File: src/rtl/pipe_ctrl_pkg.sv
// pipe_ctrl_pkg: shared MDU op encodings, MDU state enum and default latencies
package pipe_ctrl_pkg;
  typedef logic [1:0] md_op_t;
  localparam md_op_t MD_NONE = 2'b00;
  localparam md_op_t MD_MUL = 2'b01;
  localparam md_op_t MD_DIV = 2'b10;
  typedef enum logic {MD_IDLE, MD_BUSY} md_state_e;
  localparam int MUL_LAT_DEF = 4;
  localparam int DIV_LAT_DEF = 32;
  localparam int CNT_W_DEF = 6;
endpackage

File: src/rtl/pipe_stall_ctrl_if.sv
// pipe_stall_ctrl_if: hazard inputs and pipeline-register enables between datapath and controller
interface pipe_stall_ctrl_if import pipe_ctrl_pkg::*; ();
  logic id_ex_mem_read;
  logic [4:0] id_ex_rt;
  logic [4:0] if_id_rs;
  logic [4:0] if_id_rt;
  logic id_uses_hilo;
  md_op_t ex_md_op;
  logic ex_branch_taken;
  logic dmem_req;
  logic dmem_ready;
  logic pc_write;
  logic if_id_write;
  logic if_id_flush;
  logic id_ex_bubble;
  logic pipe_freeze;
  logic md_start;
  logic md_busy;
  logic md_done;
  modport master (
    output id_ex_mem_read, id_ex_rt, if_id_rs, if_id_rt, id_uses_hilo, ex_md_op,
           ex_branch_taken, dmem_req, dmem_ready,
    input  pc_write, if_id_write, if_id_flush, id_ex_bubble, pipe_freeze,
           md_start, md_busy, md_done
  );
  modport slave (
    input  id_ex_mem_read, id_ex_rt, if_id_rs, if_id_rt, id_uses_hilo, ex_md_op,
           ex_branch_taken, dmem_req, dmem_ready,
    output pc_write, if_id_write, if_id_flush, id_ex_bubble, pipe_freeze,
           md_start, md_busy, md_done
  );
endinterface

File: src/rtl/pipe_stall_ctrl_md_seq.sv
// md_seq: MDU sequencer, IDLE/BUSY FSM with latency down-counter
module md_seq import pipe_ctrl_pkg::*; #(
  parameter int MUL_LAT = MUL_LAT_DEF,
  parameter int DIV_LAT = DIV_LAT_DEF,
  parameter int CNT_W = CNT_W_DEF
) (
  input  logic   clk,
  input  logic   rst_n,
  input  logic   req,
  input  md_op_t op,
  input  logic   hold,
  output logic   md_start,
  output logic   md_busy,
  output logic   md_done
);
  md_state_e state_q, state_d;
  logic [CNT_W-1:0] cnt_q, cnt_d;
  always_comb begin
    md_busy = state_q == MD_BUSY;
    md_done = md_busy && cnt_q == '0;
    md_start = !md_busy && req && !hold;
    state_d = md_start ? MD_BUSY : md_done ? MD_IDLE : state_q;
    cnt_d = md_start ? (op == MD_DIV ? CNT_W'(DIV_LAT - 1) : CNT_W'(MUL_LAT - 1)) :
            (md_busy && !md_done) ? cnt_q - 1'b1 : cnt_q;
  end
  always_ff @(posedge clk or negedge rst_n)
    if (!rst_n) begin
      state_q <= MD_IDLE;
      cnt_q <= '0;
    end else begin
      state_q <= state_d;
      cnt_q <= cnt_d;
    end
endmodule

File: src/rtl/pipe_stall_ctrl.sv
// pipe_stall_ctrl: stall/flush/freeze priority and MDU sequencing; PIPE_STALL_PERF_EN adds perf counters
module pipe_stall_ctrl import pipe_ctrl_pkg::*; #(
  parameter int MUL_LAT = MUL_LAT_DEF,
  parameter int DIV_LAT = DIV_LAT_DEF,
  parameter int CNT_W = CNT_W_DEF
) (
  input logic clk,
  input logic rst_n,
  pipe_stall_ctrl_if.slave p
`ifdef PIPE_STALL_PERF_EN
  ,
  output logic [31:0] stall_cycles,
  output logic [31:0] freeze_cycles,
  output logic [31:0] flush_count
`endif
);
  logic load_use, md_hazard, mem_wait, stall, md_req;
  assign load_use = p.id_ex_mem_read && (p.id_ex_rt == p.if_id_rs || p.id_ex_rt == p.if_id_rt);
  assign md_hazard = p.md_busy && p.id_uses_hilo;
  assign mem_wait = p.dmem_req && !p.dmem_ready;
  assign stall = load_use || md_hazard;
  assign md_req = p.ex_md_op == MD_MUL || p.ex_md_op == MD_DIV;
  // a taken branch squashes the ID instruction, so its hazards no longer matter
  always_comb begin
    p.pipe_freeze = mem_wait;
    p.pc_write = !mem_wait && (p.ex_branch_taken || !stall);
    p.if_id_write = !mem_wait && (p.ex_branch_taken || !stall);
    p.if_id_flush = !mem_wait && p.ex_branch_taken;
    p.id_ex_bubble = !mem_wait && (p.ex_branch_taken || stall);
  end
  md_seq #(.MUL_LAT(MUL_LAT), .DIV_LAT(DIV_LAT), .CNT_W(CNT_W)) u_md_seq (
    .clk(clk),
    .rst_n(rst_n),
    .req(md_req),
    .op(p.ex_md_op),
    .hold(mem_wait),
    .md_start(p.md_start),
    .md_busy(p.md_busy),
    .md_done(p.md_done)
  );
`ifdef PIPE_STALL_PERF_EN
  logic [31:0] stall_cycles_q, stall_cycles_d;
  logic [31:0] freeze_cycles_q, freeze_cycles_d;
  logic [31:0] flush_count_q, flush_count_d;
  always_comb begin
    stall_cycles_d = stall_cycles_q + 32'(!mem_wait && !p.ex_branch_taken && stall);
    freeze_cycles_d = freeze_cycles_q + 32'(mem_wait);
    flush_count_d = flush_count_q + 32'(!mem_wait && p.ex_branch_taken);
  end
  always_ff @(posedge clk or negedge rst_n)
    if (!rst_n) begin
      stall_cycles_q <= '0;
      freeze_cycles_q <= '0;
      flush_count_q <= '0;
    end else begin
      stall_cycles_q <= stall_cycles_d;
      freeze_cycles_q <= freeze_cycles_d;
      flush_count_q <= flush_count_d;
    end
  assign stall_cycles = stall_cycles_q;
  assign freeze_cycles = freeze_cycles_q;
  assign flush_count = flush_count_q;
`endif
endmodule

File: src/flat_wrapper.sv
// flat-port wrapper written by rule: the top's interface ports become plain ports
module pipe_stall_ctrl_flat import pipe_ctrl_pkg::*;
#(
  parameter int MUL_LAT = MUL_LAT_DEF,
  parameter int DIV_LAT = DIV_LAT_DEF,
  parameter int CNT_W = CNT_W_DEF
)
  (clk, rst_n, p_id_ex_mem_read, p_id_ex_rt, p_if_id_rs, p_if_id_rt, p_id_uses_hilo, p_ex_md_op, p_ex_branch_taken, p_dmem_req, p_dmem_ready, p_pc_write, p_if_id_write, p_if_id_flush, p_id_ex_bubble, p_pipe_freeze, p_md_start, p_md_busy, p_md_done);
  pipe_stall_ctrl_if p_i ();
  input logic clk;
  input logic rst_n;
  input wire logic [$bits(p_i.id_ex_mem_read)-1:0] p_id_ex_mem_read;
  input wire logic [$bits(p_i.id_ex_rt)-1:0] p_id_ex_rt;
  input wire logic [$bits(p_i.if_id_rs)-1:0] p_if_id_rs;
  input wire logic [$bits(p_i.if_id_rt)-1:0] p_if_id_rt;
  input wire logic [$bits(p_i.id_uses_hilo)-1:0] p_id_uses_hilo;
  input wire logic [$bits(p_i.ex_md_op)-1:0] p_ex_md_op;
  input wire logic [$bits(p_i.ex_branch_taken)-1:0] p_ex_branch_taken;
  input wire logic [$bits(p_i.dmem_req)-1:0] p_dmem_req;
  input wire logic [$bits(p_i.dmem_ready)-1:0] p_dmem_ready;
  output wire logic [$bits(p_i.pc_write)-1:0] p_pc_write;
  output wire logic [$bits(p_i.if_id_write)-1:0] p_if_id_write;
  output wire logic [$bits(p_i.if_id_flush)-1:0] p_if_id_flush;
  output wire logic [$bits(p_i.id_ex_bubble)-1:0] p_id_ex_bubble;
  output wire logic [$bits(p_i.pipe_freeze)-1:0] p_pipe_freeze;
  output wire logic [$bits(p_i.md_start)-1:0] p_md_start;
  output wire logic [$bits(p_i.md_busy)-1:0] p_md_busy;
  output wire logic [$bits(p_i.md_done)-1:0] p_md_done;
  assign p_i.id_ex_mem_read = p_id_ex_mem_read;
  assign p_i.id_ex_rt = p_id_ex_rt;
  assign p_i.if_id_rs = p_if_id_rs;
  assign p_i.if_id_rt = p_if_id_rt;
  assign p_i.id_uses_hilo = p_id_uses_hilo;
  assign p_i.ex_md_op = p_ex_md_op;
  assign p_i.ex_branch_taken = p_ex_branch_taken;
  assign p_i.dmem_req = p_dmem_req;
  assign p_i.dmem_ready = p_dmem_ready;
  assign p_pc_write = p_i.pc_write;
  assign p_if_id_write = p_i.if_id_write;
  assign p_if_id_flush = p_i.if_id_flush;
  assign p_id_ex_bubble = p_i.id_ex_bubble;
  assign p_pipe_freeze = p_i.pipe_freeze;
  assign p_md_start = p_i.md_start;
  assign p_md_busy = p_i.md_busy;
  assign p_md_done = p_i.md_done;
  pipe_stall_ctrl #(.MUL_LAT(MUL_LAT), .DIV_LAT(DIV_LAT), .CNT_W(CNT_W)) u_core (.clk(clk), .rst_n(rst_n), .p(p_i));
endmodule
File: config.mk
export PLATFORM = sky130hd
export DESIGN_NAME = pipe_stall_ctrl_flat
export DESIGN_NICKNAME = d
export VERILOG_FILES = /design/src/rtl/pipe_ctrl_pkg.sv /design/src/rtl/pipe_stall_ctrl_if.sv /design/src/rtl/pipe_stall_ctrl_md_seq.sv /design/src/rtl/pipe_stall_ctrl.sv /design/src/flat_wrapper.sv
export SDC_FILE = /design/constraint.sdc
export NUM_CORES = 1
export LEC_CHECK = 0
export CORE_MARGIN = 8
export CORE_UTILIZATION = 40
export DETAILED_ROUTE_END_ITERATION = 7
export GPL_TIMING_DRIVEN = 0
export PLACE_DENSITY = 0.83
export SLEW_MARGIN = 20
export SYNTH_ARGS = -nofsm -noshare
export SYNTH_HDL_FRONTEND = slang
export SYNTH_HIERARCHICAL = 1
export SYNTH_SLANG_ARGS = --single-unit
File: constraint.sdc
create_clock -name clk -period 4.7 [get_ports clk]
set_input_delay 0.94 -clock clk [delete_from_list [all_inputs] [get_ports clk]]
set_output_delay 0.94 -clock clk [all_outputs]
set_load 0.05 [all_outputs]
==> flow_summary.toml <==
[die]
fp.dieArea_um2 = 2880
rows = 13
die_y_um = 53.7
chipWidth_um = 53.7
core_um2 = 1320
initial_utilization = 0.431
pin_count = 32

[routing]
routed_wl_um = 1660
drtPass1Iterations = 4
vias = 607
vias_per_cell = 5.19
remaining_drc_errors = 0
wire_per_inst_um = 14.1
drt_iter0_drc = 14
postRouteAntennaNets = 0

[place]
io_buffers = 31
pre_cts_slack_ns = 0.634
placed_cells = 113
hpwlAfterDp_um = 1440
routabilityCongestion = 0.848

[final_layout]
num_antenna_cells = 0
final_util = 0.701
drive_gt1_frac = 0.0686
area_delta_synth_final_pct = 62.6
fin_cells = 117
num-nets-final = 129

[critical_path]
arrival_ns = 3.16
critPathMaxStageDelay_ns = 0.84
startpoint_type = "input port"
path_class = "input port to output port"
path_cells = "clkdlybuf4s50_1 -> nand2b_1 -> inv_1 -> or3b_2 -> inv_1 -> clkdlybuf4s50_1"
worstPathMaxFanout = 5
cp-startpoint = "p_dmem_ready"
critPathCaptureType = "output port"
reg2reg_from = "u_core/u_md_seq/cnt_q[2]"
slowest_stage = "clkdlybuf4s50_1"
crit_required_ns = 3.76

[synthesis]
ys_seq_area_frac = 0.308
netlist_top_cells_count = "xnor2_1, inv_1, dfrtp_1, nand2_1, a21oi_1"
async_reset_ff_frac = 1.00
yosysMostFrequentCell = "xnor2_1"
synth_edf_count = 0
synthDistinctLibCells = 27
netlist_instances = 67
synth_seq_cells = 7
synth_top_area_frac = 0.308
synth_area_um2 = 568
yosysWarnings = 6
yosys_most_used_dff = "dfrtp_1"
synth_top_cell_by_area = "dfrtp_1"
synth_area_leaders = "dfrtp_1, xnor2_1, inv_1"
synth.avg_cell_area_um2 = 8.48
synth.net_count = 93

[sta]
finalSetupViolCount = 0
layout_setup_ws_ns = 0.603
fmax_ghz = 0.244
skew_ns = 0.00121
post-route-min-period_ns = 4.10
tightest_slew_ns = 0.505
hold_violations = 0
fin_crit_sh = 0.872
finalSetupTns_ns = 0
rsz0062_at_grt = "no"
relSlewSlack = 0.660
slew_viol_final = 0

[power]
p_leak_nw = 0.386
vdd_drop_max_mv = 0.304
cellPowerDensity_nw_per_um2 = 437

[cts]
cts_buffers = 3
hold_buffers = 0
post_cts_resized = 0
clock_path_buffers = 2
path_clk_slew_ns = 0.05
numClockSinks = 7
clk_latency_ns = 0.24
h-tree-depth = 1
cts-root-buf = "clkbuf_4"
cts_setup_buffers = 0
cts_tree = "done"

[global_route]
grtUsageTotal = 0.120
grt_pass1_vias = 584
grt_max_degree = 10
antenna_found_initial = 0
grt.overflow.total = 0
grt_pass1_wl_um = 2590

[job]
cap_violations = 0

[worst_hold_path]
hold_path_class = "flip-flop to flip-flop"
hp-start = "u_core/u_md_seq/cnt_q[0]"

[status]
outcome = "finished clean"
[report_power, final]
group          internal, mW  leakage [nW]  total (mW)  switching (mW)
combinational         0.102         0.289       0.230           0.128
clock                0.0322        0.0150      0.0519          0.0197
sequential           0.0917        0.0827       0.122          0.0303
total                 0.226         0.386       0.404           0.178
[path summary, 6_finish.rpt]
kind / end / slack, ns / cells after the start
worst max-delay path: p_md_start / 0.60 / 6
worst min-delay path: u_core/u_md_seq/cnt_q[0] / 0.54 / 1
worst max register to register: u_core/u_md_seq/cnt_q[1] / 3.00 / 4
worst min register to register: u_core/u_md_seq/cnt_q[0] / 0.54 / 1
max in group asynchronous: u_core/u_md_seq/cnt_q[5] / 3.54 / 1
min in group asynchronous: u_core/u_md_seq/cnt_q[2] / 0.94 / 1
[metrics by stage]
step | hold slack [ns] | total power, mW | cell area (um2)
floorplan | 0.483 | 0.275 | 568
global placement | 0.511 | 0.345 | 897
detailed placement | 0.541 | 0.353 | 897
CTS | 0.547 | 0.408 | 923
global route | 0.556 | 0.443 | 923
finish | 0.537 | 0.404 | 923
[cell families (layout without fill, tap and decap cells)]
| kind of cell | Yosys count | count (layout) | share of synthesized area |
|---|---|---|---|
| AOI/OAI and AO/OA | 15 | 15 | 0.165 |
| xor gates and xnor gates | 11 | 11 | 0.170 |
| and+or+nand+nor | 19 | 19 | 0.196 |
| adders and majority gates | 2 | 2 | 0.0440 |
| muxes | 2 | 2 | 0.0352 |
| DFF | 7 | 7 | 0.308 |
| buffers and inverters | 11 | 46 | 0.0815 |
[cells in the final DEF, fill, tap and decap left out, drive strengths merged, types with 3 or more instances in the layout]
master / netlist / layout
dfrtp: 7 / 7
nand2: 5 / 5
clkbuf: 0 / 4
inv: 9 / 9
o21ai: 3 / 3
clkdlybuf4s50: 0 / 31
a21oi: 4 / 4
or3b: 3 / 3
xnor2: 10 / 10
[worst max-delay path, delay by kind of cell]
kind | cells | cell delay, ns
AND/OR/NAND/NOR | 2 | 0.68
buffers and inverters | 4 | 1.53
[layout make-up]
| cell class | instances | area (um2) |
|---|---|---|
| Timing Repair Buffer | 31 | 310 |
| Multi-Input combinational cell | 49 | 347 |
| Inverter | 9 | 33.8 |
| Fill cell | 109 | 394 |
| Tap cell | 15 | 18.8 |
| Sequential cell | 7 | 175 |
| Clock buffer | 4 | 26.3 |
| Buffer | 2 | 12.5 |
[registers in the layout, indices dropped and copies added (netlist names)]
signal	flops
u_core/u_md_seq/md_busy	1
u_core/u_md_seq/cnt_q	6
[per-layer routing]
layer,vias to the layer above,global-route usage,part of all wire
li1,306,-,-
met1,268,0.142,0.45
met2,33,0.180,0.39
met3,0,0.0468,0.16
met4,0,0.0672,0
met5,-,0,0
No activity file was read; power rests on OpenSTA's default activity.
